[config.mk]
export PLATFORM = sky130hd
export DESIGN_NAME = fpu_issue_queue
export DESIGN_NICKNAME = d
export VERILOG_FILES = /design/src/rtl/fpu_issue_queue.sv
export SDC_FILE = /design/constraint.sdc
export NUM_CORES = 1
export LEC_CHECK = 0
export ABC_AREA = 1
export CAP_MARGIN = 40
export CORE_MARGIN = 1
export CORE_UTILIZATION = 35
export DETAILED_ROUTE_END_ITERATION = 16
export GPL_TIMING_DRIVEN = 0
export HOLD_SLACK_MARGIN = 0.1
export SYNTH_ARGS = -nofsm -noshare
export SYNTH_HDL_FRONTEND = slang
export SYNTH_SLANG_ARGS = --single-unit
[constraint.sdc]
create_clock -name clk -period 8.1 [get_ports clk]
set_input_delay 1.62 -clock clk [delete_from_list [all_inputs] [get_ports clk]]
set_output_delay 1.62 -clock clk [all_outputs]
set_load 0.01 [all_outputs]
[src/rtl/fpu_issue_queue.sv]
// rtl/fpu_issue_queue.sv - request FIFO and registered response slot around the combinational bfloat16 fpu
// Optional: define FPU_IQ_OVF_CNT_EN to build the saturating overflow counter behind ovf_count_o.
module fpu_issue_queue #(
    parameter int DEPTH = 4,
    parameter int TAG_W = 4
) (
    input  logic             clk,
    input  logic             rst_n,
    input  logic             req_valid_i,
    output logic             req_ready_o,
    input  logic [3:0]       req_op_i,
    input  logic [15:0]      req_in1_i,
    input  logic [15:0]      req_in2_i,
    input  logic [TAG_W-1:0] req_tag_i,
    output logic [3:0]       fpu_op_o,
    output logic [15:0]      fpu_in1_o,
    output logic [15:0]      fpu_in2_o,
    input  logic [15:0]      fpu_out_i,
    input  logic             fpu_overflow_i,
    output logic             rsp_valid_o,
    input  logic             rsp_ready_i,
    output logic [15:0]      rsp_out_o,
    output logic             rsp_overflow_o,
    output logic             rsp_badop_o,
    output logic [TAG_W-1:0] rsp_tag_o,
    output logic [15:0]      ovf_count_o
);

    localparam int AW = $clog2(DEPTH);
    localparam logic [AW:0] W_FULL = (AW + 1)'(DEPTH);

    logic [3:0]       r_op_mem  [DEPTH];
    logic [15:0]      r_in1_mem [DEPTH];
    logic [15:0]      r_in2_mem [DEPTH];
    logic [TAG_W-1:0] r_tag_mem [DEPTH];

    logic [AW-1:0]    r_wptr;
    logic [AW-1:0]    r_rptr;
    logic [AW:0]      r_count;

    logic             r_rsp_valid;
    logic [15:0]      r_rsp_out;
    logic             r_rsp_overflow;
    logic             r_rsp_badop;
    logic [TAG_W-1:0] r_rsp_tag;

    logic             w_push;
    logic             w_pop;
    logic             w_nonempty;
    logic [3:0]       w_head_op;
    logic             w_head_onehot;
    logic             w_head_ok;

    // Ready comes only from the registered count, so a full FIFO waits a cycle after a pop.
    assign req_ready_o   = (r_count != W_FULL);
    assign w_push        = req_valid_i && req_ready_o;
    assign w_nonempty    = (r_count != '0);
    assign w_pop         = w_nonempty && (!r_rsp_valid || rsp_ready_i);
    assign w_head_op     = r_op_mem[r_rptr];
    assign w_head_onehot = (w_head_op != 4'b0000) && ((w_head_op & (w_head_op - 4'd1)) == 4'b0000);
    assign w_head_ok     = w_nonempty && w_head_onehot;

    assign fpu_op_o  = w_head_ok ? w_head_op          : 4'b0000;
    assign fpu_in1_o = w_head_ok ? r_in1_mem[r_rptr]  : 16'h0000;
    assign fpu_in2_o = w_head_ok ? r_in2_mem[r_rptr]  : 16'h0000;

    always_ff @(posedge clk) begin
        if (w_push) begin
            r_op_mem[r_wptr]  <= req_op_i;
            r_in1_mem[r_wptr] <= req_in1_i;
            r_in2_mem[r_wptr] <= req_in2_i;
            r_tag_mem[r_wptr] <= req_tag_i;
        end
    end

    always_ff @(posedge clk or negedge rst_n) begin
        if (!rst_n) begin
            r_wptr  <= '0;
            r_rptr  <= '0;
            r_count <= '0;
        end else begin
            if (w_push) begin
                r_wptr <= r_wptr + AW'(1);
            end
            if (w_pop) begin
                r_rptr <= r_rptr + AW'(1);
            end
            case ({w_push, w_pop})
                2'b10:   r_count <= r_count + (AW + 1)'(1);
                2'b01:   r_count <= r_count - (AW + 1)'(1);
                default: r_count <= r_count;
            endcase
        end
    end

    // A malformed op never reaches the fpu; it retires as a quiet NaN flagged badop.
    always_ff @(posedge clk or negedge rst_n) begin
        if (!rst_n) begin
            r_rsp_valid    <= 1'b0;
            r_rsp_out      <= 16'h0000;
            r_rsp_overflow <= 1'b0;
            r_rsp_badop    <= 1'b0;
            r_rsp_tag      <= '0;
        end else if (w_pop) begin
            r_rsp_valid    <= 1'b1;
            r_rsp_tag      <= r_tag_mem[r_rptr];
            if (w_head_onehot) begin
                r_rsp_out      <= fpu_out_i;
                r_rsp_overflow <= fpu_overflow_i;
                r_rsp_badop    <= 1'b0;
            end else begin
                r_rsp_out      <= 16'h7FC0;
                r_rsp_overflow <= 1'b0;
                r_rsp_badop    <= 1'b1;
            end
        end else if (r_rsp_valid && rsp_ready_i) begin
            r_rsp_valid <= 1'b0;
        end
    end

    assign rsp_valid_o    = r_rsp_valid;
    assign rsp_out_o      = r_rsp_out;
    assign rsp_overflow_o = r_rsp_overflow;
    assign rsp_badop_o    = r_rsp_badop;
    assign rsp_tag_o      = r_rsp_tag;

`ifdef FPU_IQ_OVF_CNT_EN
    logic [15:0] r_ovf_count;

    always_ff @(posedge clk or negedge rst_n) begin
        if (!rst_n) begin
            r_ovf_count <= 16'h0000;
        end else if (w_pop && w_head_onehot && fpu_overflow_i && (r_ovf_count != 16'hFFFF)) begin
            r_ovf_count <= r_ovf_count + 16'd1;
        end
    end

    assign ovf_count_o = r_ovf_count;
`else
    assign ovf_count_o = 16'h0000;
`endif

endmodule

==> flow_summary.toml, run 1 <==
[placed_design]
portBuffers = 120
dp_hpwl_um = 11900
place_area_um2 = 9860
gp_congestion = 0.761

[synthesis]
ys_seq_elements = 190
synth_commonest_cells = "edfxtp_1, nor2_1, nand2_1, o21ai_0, inv_1"
synth_seq_area_share = 0.691
synthFlopType = "edfxtp_1"
synth-edff-count = 160
yosysMostFrequentCell = "edfxtp_1"
avgSynthCellArea_um2 = 11.7
yosysTopAreaCell = "edfxtp_1"
synthesis.instances = 689
synthDistinctLibCells = 30
synthDominantCellAreaShare = 0.598
yosysWarnings = 0
synth_area_leaders = "edfxtp_1, dfrtp_1, nor2_1, o21ai_0, nand2_1"
synthArstFlopShare = 0.158
syn_area_um2 = 8040

[clock_tree]
cts-root-buf = "clkbuf_16"
cts_tree = "yes"
clkTransAtPathRegs_ns = 0.07
cts_setup_buffers = 0
htree_levels = 4
clockBufferDepth = 2
insertion_delay_ns = 0.43
cts_made_buffers = 17
cts_hold_buf = 0
cts_resized = 0
cts.sinks = 190

[min_path]
worst_hold_startpoint = "rsp_out_o[1]$_DFFE_PN0P_"
min-delay-path-class = "reg2reg"

[setup_path]
crit_required_ns = 6.48
r2r-start = "r_count[1]$_DFFE_PN0P_"
cp_slowest_stage_delay_ns = 0.53
crit_path_cell_trace = "inv_2 -> buf_2 -> clkbuf_1 -> nor2_1 -> o22ai_1 -> clkinv_1 -> nor2_2 -> clkdlybuf4s50_1"
arrival_ns = 2.85
cp-start-kind = "flop"
crit_slowest_cell = "clkdlybuf4s50_1"
critPathKind = "reg2out"
startpoint = "r_rptr[0]$_DFFE_PN0P_"
end_kind = "output pin"
crit_fanout = 10

[routing]
dr_wl_met3_um = 966
via_per_inst = 4.61
top_layer = "met4"
wl_per_cell_um = 15.7
dr.pass1.iters = 10
wirelength_um = 18000
vias = 5295
wl_met2_um = 8580
route.detailed.drc = 2
ant_nets = 0
drt_iter0_markers = 352
met1_length_um = 8320

[outcome]
status = "finished, violations left"
violations = "DRC"

[finish]
final_nets = 917
final_area_um2 = 10500
syn_to_final_growth_pct = 30.2
drive_gt1_frac = 0.138
diodes = 0
multi_input_area_um2 = 2040
seqCellArea_um2 = 5560
fillers = 2069

[timing]
skew_ns = 0.0139
max_freq_ghz = 0.223
period_share = 0.552
finalSetupViolations = 0
rsz0062_at_grt = "no"
totalNegativeSetupSlack_ns = 0
slew_headroom = 0.508
final_hold_viol_count = 0
min_period_ns = 4.47
slew_violations = 0
tightestPinTransition_ns = 0.738

[power_and_ir_drop]
internal_power_mw = 2.62
p_seq_frac = 0.320
switchingPower_mw = 1.61
p_per_area_nw_per_um2 = 404
p_clk_frac = 0.204
switching_share = 0.381
p_comb_frac = 0.475
irDropWorstVdd_v = 0.000219
power_leakage_nw = 3.95

[grt]
grt_usage = 0.158
grt_max_degree = 31
grt_pass1_wl_um = 28200
grt_pass1_vias = 5176
antenna_found_initial = 0
grt_overflow = 0

[floorplanning]
die_y_um = 154
io_pins = 137
die_x_um = 154
start_util = 0.356
core_um2 = 22600
die_area_um2 = 23600
rows = 55

[flow_run]
maxCapViolCount = 0
## worst max-delay path, delay by kind of cell, from the launching register on
kind            cells  cell delay [ns]
flops               1             0.40
buf+inv             5             1.61
simple gates        2             0.20
compound gates      1             0.21
## path summary, 6_finish.rpt
check / to / slack, ns / depth (start not counted)
setup reg to reg: r_count[2]$_DFFE_PN0P_ / 5.76 / 10
hold reg to reg: rsp_out_o[1]$_DFFE_PN0P_ / 0.48 / 2
min in group asynchronous: rsp_out_o[8]$_DFFE_PN0P_ / 1.25 / 1
setup / recovery: fpu_in2_o[10] / 3.63 / 8
max in group asynchronous: r_wptr[1]$_DFFE_PN0P_ / 6.37 / 1
hold / removal: rsp_out_o[1]$_DFFE_PN0P_ / 0.48 / 2
## layout make-up
cell class,count,share of cell area
Tap cell,285,0.0341
Buffer,53,0.0301
Multi-Input combinational cell,403,0.195
Timing Repair Buffer,127,0.131
Inverter,58,0.0208
Sequential cell,190,0.531
Clock inverter,14,0.0175
Clock buffer,18,0.0410
## power by group through the flow
stage          registers [mW]  logic (mW)  clock network, mW
3_3_place_gp             1.39        1.96                  0
4_1_cts                  1.36        2.05              0.885
2_1_floorplan            1.40        1.15                  0
5_1_grt                  1.38        2.22              0.918
6_report                 1.36        2.01              0.865
3_5_place_dp             1.38        2.04                  0
## cell families (layout without fill, tap and decap cells)
| kind of cell | Yosys count | after routing | share of synthesized area |
|---|---|---|---|
| xor+xnor | 4 | 4 | 0.00436 |
| compound gates | 112 | 112 | 0.0753 |
| buf+inv | 111 | 270 | 0.0663 |
| other cells | 1 | 16 | 0.000466 |
| fa+ha+maj | 6 | 6 | 0.0103 |
| flops | 190 | 190 | 0.691 |
| simple gates | 265 | 265 | 0.152 |
## registers in the layout, summed over array words and instances, names as in the netlist, 2 cells and up
register,flops
r_op_mem,16
rsp_tag_o,4
r_count,3
r_tag_mem,16
r_wptr,2
r_in1_mem,64
r_rptr,2
r_in2_mem,64
rsp_out_o,16
## cells in the final DEF, fill, tap and decap left out, types with 19 or more instances in the layout
cell type        netlist  routed
clkdlybuf4s50_1        0     119
nand3_1               20      20
clkbuf_1              19      20
o22ai_1               32      32
nand2_1               87      87
dfrtp_1               30      30
o21ai_0               73      73
nor2_1               107     103
inv_1                 49      49
edfxtp_1             160     160
nor2_2                19      19
## per-stage QoR
stage	util	cells	worst slack, ns	hold WS (ns)	power, mW
3_5_place_dp	0.437	1116	4.09	0.465	3.41
6_report	0.464	1148	3.63	0.484	4.23
4_1_cts	0.464	1148	3.61	0.485	4.29
3_3_place_gp	0.428	1109	2.17	0.462	3.35
5_1_grt	0.464	1148	3.41	0.502	4.52
2_1_floorplan	-	704	4.17	0.503	2.55
## metal layers
metal / vias to the layer above / GRT usage
met2: 151 / 0.259
met4: 0 / 0.0505
li1: 2636 / -
met3: 11 / 0.0355
met1: 2497 / 0.207
met5: - / 0
No activity file was read; power rests on OpenSTA's default activity.
==> run 2: changes to the inputs <==
clock period = 4 ns   (was 8.1 ns; I/O delays follow)
==> results of run 2 <==
The final DEF is identical to that of run 1. Status: finished, violations left: DRC.
Among the figures that moved: setup slack after placement 4.09 ns -> 0.812 ns; setup slack after layout 3.63 ns -> 0.345 ns; hold slack 0.484 ns -> 0.426 ns; register-to-register setup slack 5.76 ns -> 1.66 ns; total power 4.23 mW -> 8.57 mW; worst IR drop on VDD 0.000219 V -> 0.000443 V
==> run 3: changes to the inputs <==
GPL_ROUTABILITY_DRIVEN = 1   (was not set)
==> results of run 3 <==
The final DEF is identical to that of run 1. Status: finished, violations left: DRC.
Among the figures that moved: setup slack after placement 4.09 ns -> 0.812 ns; setup slack after layout 3.63 ns -> 0.345 ns; hold slack 0.484 ns -> 0.426 ns; register-to-register setup slack 5.76 ns -> 1.66 ns; total power 4.23 mW -> 8.57 mW; worst IR drop on VDD 0.000219 V -> 0.000443 V
